## config.mk

```make
export PLATFORM = sky130hd
export DESIGN_NAME = prog_mem_loader
export DESIGN_NICKNAME = d
export VERILOG_FILES = /design/src/rtl/prog_mem_loader.sv
export SDC_FILE = /design/constraint.sdc
export NUM_CORES = 1
export LEC_CHECK = 0
export BUFFER_PORTS_ARGS = -buffer_cell sky130_fd_sc_hd__buf_2
export CAP_MARGIN = 10
export CORE_MARGIN = 4
export CORE_UTILIZATION = 41
export DETAILED_ROUTE_END_ITERATION = 7
export PLACE_DENSITY = 0.87
export RECOVER_POWER = 100
export SYNTH_ARGS = -nofsm -noshare
export SYNTH_HDL_FRONTEND = slang
export SYNTH_SLANG_ARGS = --single-unit
```

## constraint.sdc

```tcl
create_clock -name clk -period 1.6 [get_ports clk]
set_clock_uncertainty 0.05 [all_clocks]
set_input_delay 0.08 -clock clk [delete_from_list [all_inputs] [get_ports clk]]
set_output_delay 0.08 -clock clk [all_outputs]
set_load 0.005 [all_outputs]
```

## src/rtl/prog_mem_loader.sv

```systemverilog
// Loads a program image from a valid/ready word stream into the CPU's external
// memory write port, holding the CPU in reset until the image is in place.
module prog_mem_loader #(
  parameter int          NUM_WORDS  = 64,
  parameter logic [31:0] BASE_ADDR  = 32'h0000_0000,
  parameter int          RESET_HOLD = 4,
  localparam int         CW         = $clog2(NUM_WORDS + 1)
) (
  input  logic          clk,
  input  logic          reset,
  input  logic          start,
  input  logic          in_valid,
  input  logic [31:0]   in_data,
  output logic          in_ready,
  output logic          Ext_MemWrite,
  output logic [31:0]   Ext_DataAdr,
  output logic [31:0]   Ext_WriteData,
  output logic          cpu_reset,
  output logic          busy,
  output logic          done,
  output logic [CW-1:0] word_count
);

  localparam int HW = $clog2(RESET_HOLD + 1);

  typedef enum logic [1:0] {IDLE, LOAD, HOLD, RUN} loaderState;

  loaderState    stateReg, stateNext;
  logic [HW-1:0] holdCntReg;
  logic          handshake;
  logic          restart;

  assign in_ready  = (stateReg == LOAD);
  assign busy      = (stateReg == LOAD) || (stateReg == HOLD);
  assign done      = (stateReg == RUN);
  assign handshake = in_valid && in_ready;
  assign restart   = start && ((stateReg == IDLE) || (stateReg == RUN));

  always_comb begin
    stateNext = stateReg;
    case (stateReg)
      IDLE: if (start) stateNext = LOAD;
      LOAD: if (handshake && (word_count == CW'(NUM_WORDS - 1))) stateNext = HOLD;
      // First HOLD cycle carries the last write pulse; leave after RESET_HOLD cycles.
      HOLD: if (holdCntReg == HW'(RESET_HOLD - 1)) stateNext = RUN;
      RUN:  if (start) stateNext = LOAD;
      default: stateNext = IDLE;
    endcase
  end

  always_ff @(posedge clk) begin
    if (reset) begin
      stateReg      <= IDLE;
      holdCntReg    <= '0;
      cpu_reset     <= 1'b1;
      Ext_MemWrite  <= 1'b0;
      Ext_DataAdr   <= 32'h0;
      Ext_WriteData <= 32'h0;
      word_count    <= '0;
    end else begin
      stateReg     <= stateNext;
      // Registered from the next state so the CPU leaves reset on the first RUN cycle.
      cpu_reset    <= (stateNext != RUN);
      Ext_MemWrite <= handshake;
      holdCntReg   <= (stateReg == HOLD) ? holdCntReg + 1'b1 : '0;
      if (handshake) begin
        Ext_DataAdr   <= BASE_ADDR + (32'(word_count) << 2);
        Ext_WriteData <= in_data;
        word_count    <= word_count + 1'b1;
      end else if (restart) begin
        word_count <= '0;
      end
    end
  end

endmodule
```

; ---- Word level (Yosys, flattened, before mapping)
; Cells that the tools add are included.
[totals]
register_bits = 53
inputBits = 36
word_cells = 31
[op_classes]
addsub = 2
eq_ne = 6
muxes = 6
bitwise_logic = 1
reduce_logical = 9
[ops]
columns = cell, count
row1 = two-way mux 7 bit, 2
row2 = "adder 7 x 1 -> 7 bit, second input constant", 1
row3 = "== test 7 x 6 -> 1 bit, second input constant", 1
row4 = two-way mux 2 bit, 3
row5 = case mux 2 bit (3 select lines), 1
row6 = "== test 2 bit, second input constant", 2
row7 = OR reduction 2 bit, 2
row8 = "adder 3 x 1 -> 3 bit, second input constant", 1
row9 = "== test 3 x 2 -> 1 bit, second input constant", 1
row10 = logical AND 1 bit, 3
row11 = "== test 2 x 1 -> 1 bit, second input constant", 1
row12 = logical NOT 2 bit, 1
row13 = logical OR 1 bit, 2
row14 = "!= test 2 bit, second input constant", 1
row15 = nonzero test 2 bit, 1
row16 = NOT 1 bit, 1

; ---- Longest topological paths before layout
[logic_depth]
word_depth = 6
depth_mapped = 7
ltp_nobuf = 5

; ---- Worst setup path before layout
; OpenSTA, ideal clock, no wires.
[synth_path]
path_kind = reg-to-reg
start = reg stateReg[0]
end = reg cpu_reset
t_arrival_ps = 1511
path_slack_ps = -83
stages_incl_launch_ff = 5
path_buffers = 0
path_cell_list = dfxtp_1 ha_1 nand4_2 or3_4 a221o_1
[synth_via]
elab_chain_len = 6
[synth_lines]
columns = element, line
row1 = start: declaration, 28  ; loaderState stateReg, stateNext;
row2 = start signal: assignment, 61  ; stateReg <= stateNext;
row3 = == test 2 x 1 -> 1 bit *, 33  ; assign in_ready = (stateReg == LOAD);
row4 = via in_ready, 14  ; output logic in_ready,
row5 = logical AND 1 bit, 36  ; assign handshake = in_valid && in_ready;
row6 = logical AND 1 bit, 43  ; LOAD: if (handshake && (word_count == CW'(NUM_WORDS - 1))) stateNext = HOLD;
row7 = two-way mux 2 bit, 43
row8 = case mux 2 bit (3 select lines) *, 41  ; case (stateReg)
row9 = != test 2 bit *, 63  ; cpu_reset <= (stateNext != RUN);
row10 = end signal: assignment, 63
row11 = end: declaration, 18  ; output logic cpu_reset,
; The timed path passes the listed nets; every way through them passes the cells marked *.
; A chain may end at the register's enable or synchronous reset.

; ---- Worst setup path in the final report
[layout_path]
start = reg stateReg[1]
end = reg cpu_reset
[layout_via]
elab_chain_len = 6
[layout_lines]
columns = element, line
row1 = == test 2 x 1 -> 1 bit, "33, 41"
row2 = logical AND 1 bit, 36
row3 = logical AND 1 bit, 43
row4 = two-way mux 2 bit, 43
row5 = case mux 2 bit (3 select lines) *, 41
row6 = != test 2 bit *, 63
; Mark *: on every way between the ends. The rest lies on a longest branch, timed or not.

==> results.rst <==
.. list-table::
   :header-rows: 1

   * - Metric
     - Value
   * - Status
     - complete, no violations
   * - Top cells by instance count after synthesis
     - 83 x nand2_1, 53 x dfxtp_1, 43 x a21oi_1
   * - Boundary pin count
     - 112
   * - Worst ir drop on vdd
     - 0.649 mV
   * - Area of the multi-input gates
     - 1000 sq um
   * - Fraction of synthesis flops using an asynchronous set or reset pin
     - 0%
   * - Cells taking the most area after synthesis
     - dfxtp_1 48%, nand2_1 14%, a21oi_1 9.8%
   * - TritonRoute pass-1 iters
     - 4
   * - Clock power frac
     - 25.1%
   * - Adder and majority cell fraction of the synthesized area
     - 3.98%
   * - Startpoint of the worst-slack reg-to-reg timing path
     - stateReg[1]
   * - Buffers on Ports
     - 86
   * - Proportion of netlist area held by the largest area contributor
     - 48.3%
   * - Final TNS setup
     - 0 ps
   * - Fraction of the mapped netlist area in simple logic gates
     - 19.9%
   * - Net Sw Frac
     - 30.4%
   * - Setup repair after global routing missed its margin
     - yes
   * - Worst hold margin
     - 193 ps
   * - Initial Utilization
     - 42.8%
   * - Initial antenna violation count
     - 0
   * - Depth of the CTS H-tree
     - 2
   * - Worst setup path category
     - reg -> reg
   * - Number of buffers between clock root and the deepest sink
     - 2
   * - Cell with the largest stage delay on the worst path
     - or3_4
   * - Global route total overflow
     - 0
   * - Total DRC errors in the routed layout
     - 0
   * - Post-layout min period
     - 1550 ps
   * - Filler-free cell count of the finished design
     - 466
   * - Arr. time, crit path
     - 1680 ps
   * - Mean post-synth cell area
     - 8.17 sq um
   * - Worst Setup End Kind
     - flip-flop
   * - Headroom to the max-slew limit
     - 62.1%
   * - Number of distinct standard cells referenced by the synthesized netlist
     - 29
   * - Complex-gate fraction of the synthesized area
     - 15.2%
   * - Iteration-0 DRC count of the detailed router
     - 96
   * - Largest fanout on the critical path
     - 5
   * - Die boundary height
     - 81.2 microns
   * - Sequential Power Share
     - 42.7%
   * - Combined global-route utilization of all metal layers
     - 18.2%
   * - Dominant register cell in the synthesized netlist
     - dfxtp_1
   * - Final Power
     - 0.00364 W
   * - Die X
     - 81.2 microns
   * - Combinational family with the most area after synthesis
     - simple AND/OR/NAND/NOR gates
   * - Synth area leader
     - dfxtp_1
   * - Inserted Clock Buffers
     - 5
   * - Routed Wire Length
     - 5.97 mm
   * - Reported max-cap violation count
     - 0
   * - Source of the worst hold timing path
     - start
   * - Hold violation total from the final report
     - 0
   * - Design internal power
     - 0.00254 W
   * - Post-Syn Instances
     - 269
   * - Skew-Pair Late Insertion Delay
     - 290 ps
   * - Area growth from synthesis to final layout
     - 44.5%
   * - Fillers
     - 478
   * - CP top delay family
     - simple AND/OR/NAND/NOR gates
   * - Total number of nets in the final design
     - 438
   * - Vias in the first global route
     - 2106
   * - CTS tree
     - yes
   * - Static leakage power
     - 1.34 nW
   * - Routability Congestion
     - 0.874
   * - Net switching component of the power
     - 0.00111 W
   * - Hold/Removal Path Class
     - in -> reg
   * - Data required time of the worst path
     - 1730 ps
   * - Slew @ Worst Pin
     - 569 ps
   * - Maximum number of pins on one net before global-route repair
     - 33
   * - Most frequent cell after synthesis
     - nand2_1
   * - Maximum clock frequency
     - 644 MHz
   * - Critical path, cell by cell
     - inv_2, ha_4, nand4_4, or3_4, a221o_1
   * - Wirelength per Cell
     - 12.8 microns
   * - Detail-routed via count per cell
     - 4.67
   * - Max incr delay on CP
     - 390 ps
   * - Sequential cell area fraction in the yosys report
     - 48.3%
   * - Mux cell area share after synthesis
     - 0.455%
   * - Core Footprint
     - 0.00514 sq mm
   * - Origin of the worst setup path
     - stateReg[1]
   * - Post-synth EDFFs
     - 0
   * - HPWL after detailed placement
     - 3.92 mm
   * - Fraction of synthesized cell area in xor and xnor cells
     - 0%
   * - Buf+Inv Stages, Crit Path
     - 1
   * - Synth Cell Area
     - 0.00220 sq mm
   * - Synthesized flop and latch total
     - 53
   * - Power density normalized to cell area
     - 1150 mW/mm^2
   * - Register cell area after layout
     - 0.00107 sq mm
   * - Yosys warns
     - 0
   * - Number of instances in the placed design
     - 423
   * - Max Slew Vio Count
     - 0
   * - Wire length of the first global-routing pass
     - 9.47 mm
   * - Worst Setup Start Kind
     - flip-flop
   * - Placement Rows
     - 26
   * - Total die area
     - 0.00660 sq mm
   * - Remaining antenna violation count
     - 0
   * - Portion of the clock cycle consumed by the worst path in the final layout
     - 97.0%
   * - Number of sinks handled by clock tree synthesis
     - 53
   * - CTS root buffer
     - clkbuf_8
   * - Total number of vias
     - 2177
   * - Layout cells sized above 1
     - 23.0%
   * - Diode insertion count for antenna repair
     - 0
   * - Final setup violation count
     - 0
   * - Clock slew at the register clock pins of the worst setup and hold paths
     - 90 ps
   * - Portion of total power attributed to combinational logic
     - 32.1%
   * - Layout Utilization
     - 61.8%
[per-layer routing]
metal	GRT usage (%)	part of all wire, %	up-vias	wire [microns]
li1	-	-	1088	-
met1	20.4	38	1001	2280
met2	33.6	54	82	3210
met3	4.55	7.2	6	430
met4	5.91	1.0	0	61
met5	0	0	-	0
[power groups by stage]
stage                     Combinational [W]  Sequential (W)  Clock, W
final                               0.00117         0.00156  0.000915
after global routing                0.00130         0.00158   0.00100
after CTS                           0.00108         0.00155  0.000940
after detailed placement            0.00102         0.00158         0
after global placement             0.000985         0.00157         0
after floorplan                    0.000598         0.00160         0
[worst min-delay path, delay by kind of cell]
family                 cells  cell delay (ps)
AO/OA/AOI/OAI              2              190
AND/OR/NAND/NOR            1              120
buffers and inverters      1              120
[cell type report]
cell class / instances / area share [%]
clock inverters: 1 / 0.946
well taps: 70 / 2.76
inverters: 5 / 0.591
repair buffers: 134 / 27.9
flip-flops and latches: 53 / 33.6
multi-input cells: 196 / 31.5
clock buffers: 7 / 2.72
[through the flow]
stage                     area (sq um)  setup WS [ps]
after global placement            2720           59.4
final                             3180           48.2
after global routing              3180          -16.7
after CTS                         3160           15.4
after detailed placement          2720          0.906
after floorplan                   2300           23.9
[cell families (layout without fill, tap and decap cells)]
family,Yosys count,count (layout)
other,1,25
multiplexers,1,1
buffers and inverters,44,147
AND/OR/NAND/NOR,104,104
adder cells (fa/ha/maj),7,7
AO/OA/AOI/OAI,59,59
flip-flops,53,53
[worst paths after layout]
kind	endpoint	slack, ps	cells past startpoint
max reg2reg	cpu_reset	50	5
min reg2reg	holdCntReg[0]	390	1
max	cpu_reset	50	5
min	stateReg[1]	190	4
[what timing repair did]
action / 4_1_cts / 5_1_grt
gates resized for setup: 1 / 6
endpoints found under the hold margin: 32 / 0
buffers inserted: 0 / 3
setup endpoints to repair: 2 / 3
pin swaps: 0 / 1
hold buffers: 32 / 0
[cells in the final DEF, fill, tap and decap left out, types with 3 or more instances in the layout]
cell           instances
dfxtp_1               50
nand2_1               83
clkbuf_8               6
a21oi_1               42
buf_12                 4
inv_1                  4
clkbuf_1              29
conb_1                25
nor2_1                 8
buf_4                 12
buf_2                 58
ha_1                   5
o21ai_0                4
nand3_1                3
dlygate4sd3_1         32
[state kept, by name (all words and copies together), names as in the netlist]
name           flops
Ext_MemWrite       1
Ext_WriteData     32
Ext_DataAdr        7
holdCntReg         3
stateReg           2
cpu_reset          1
word_count         7
Power figures use the tool's default switching activity.
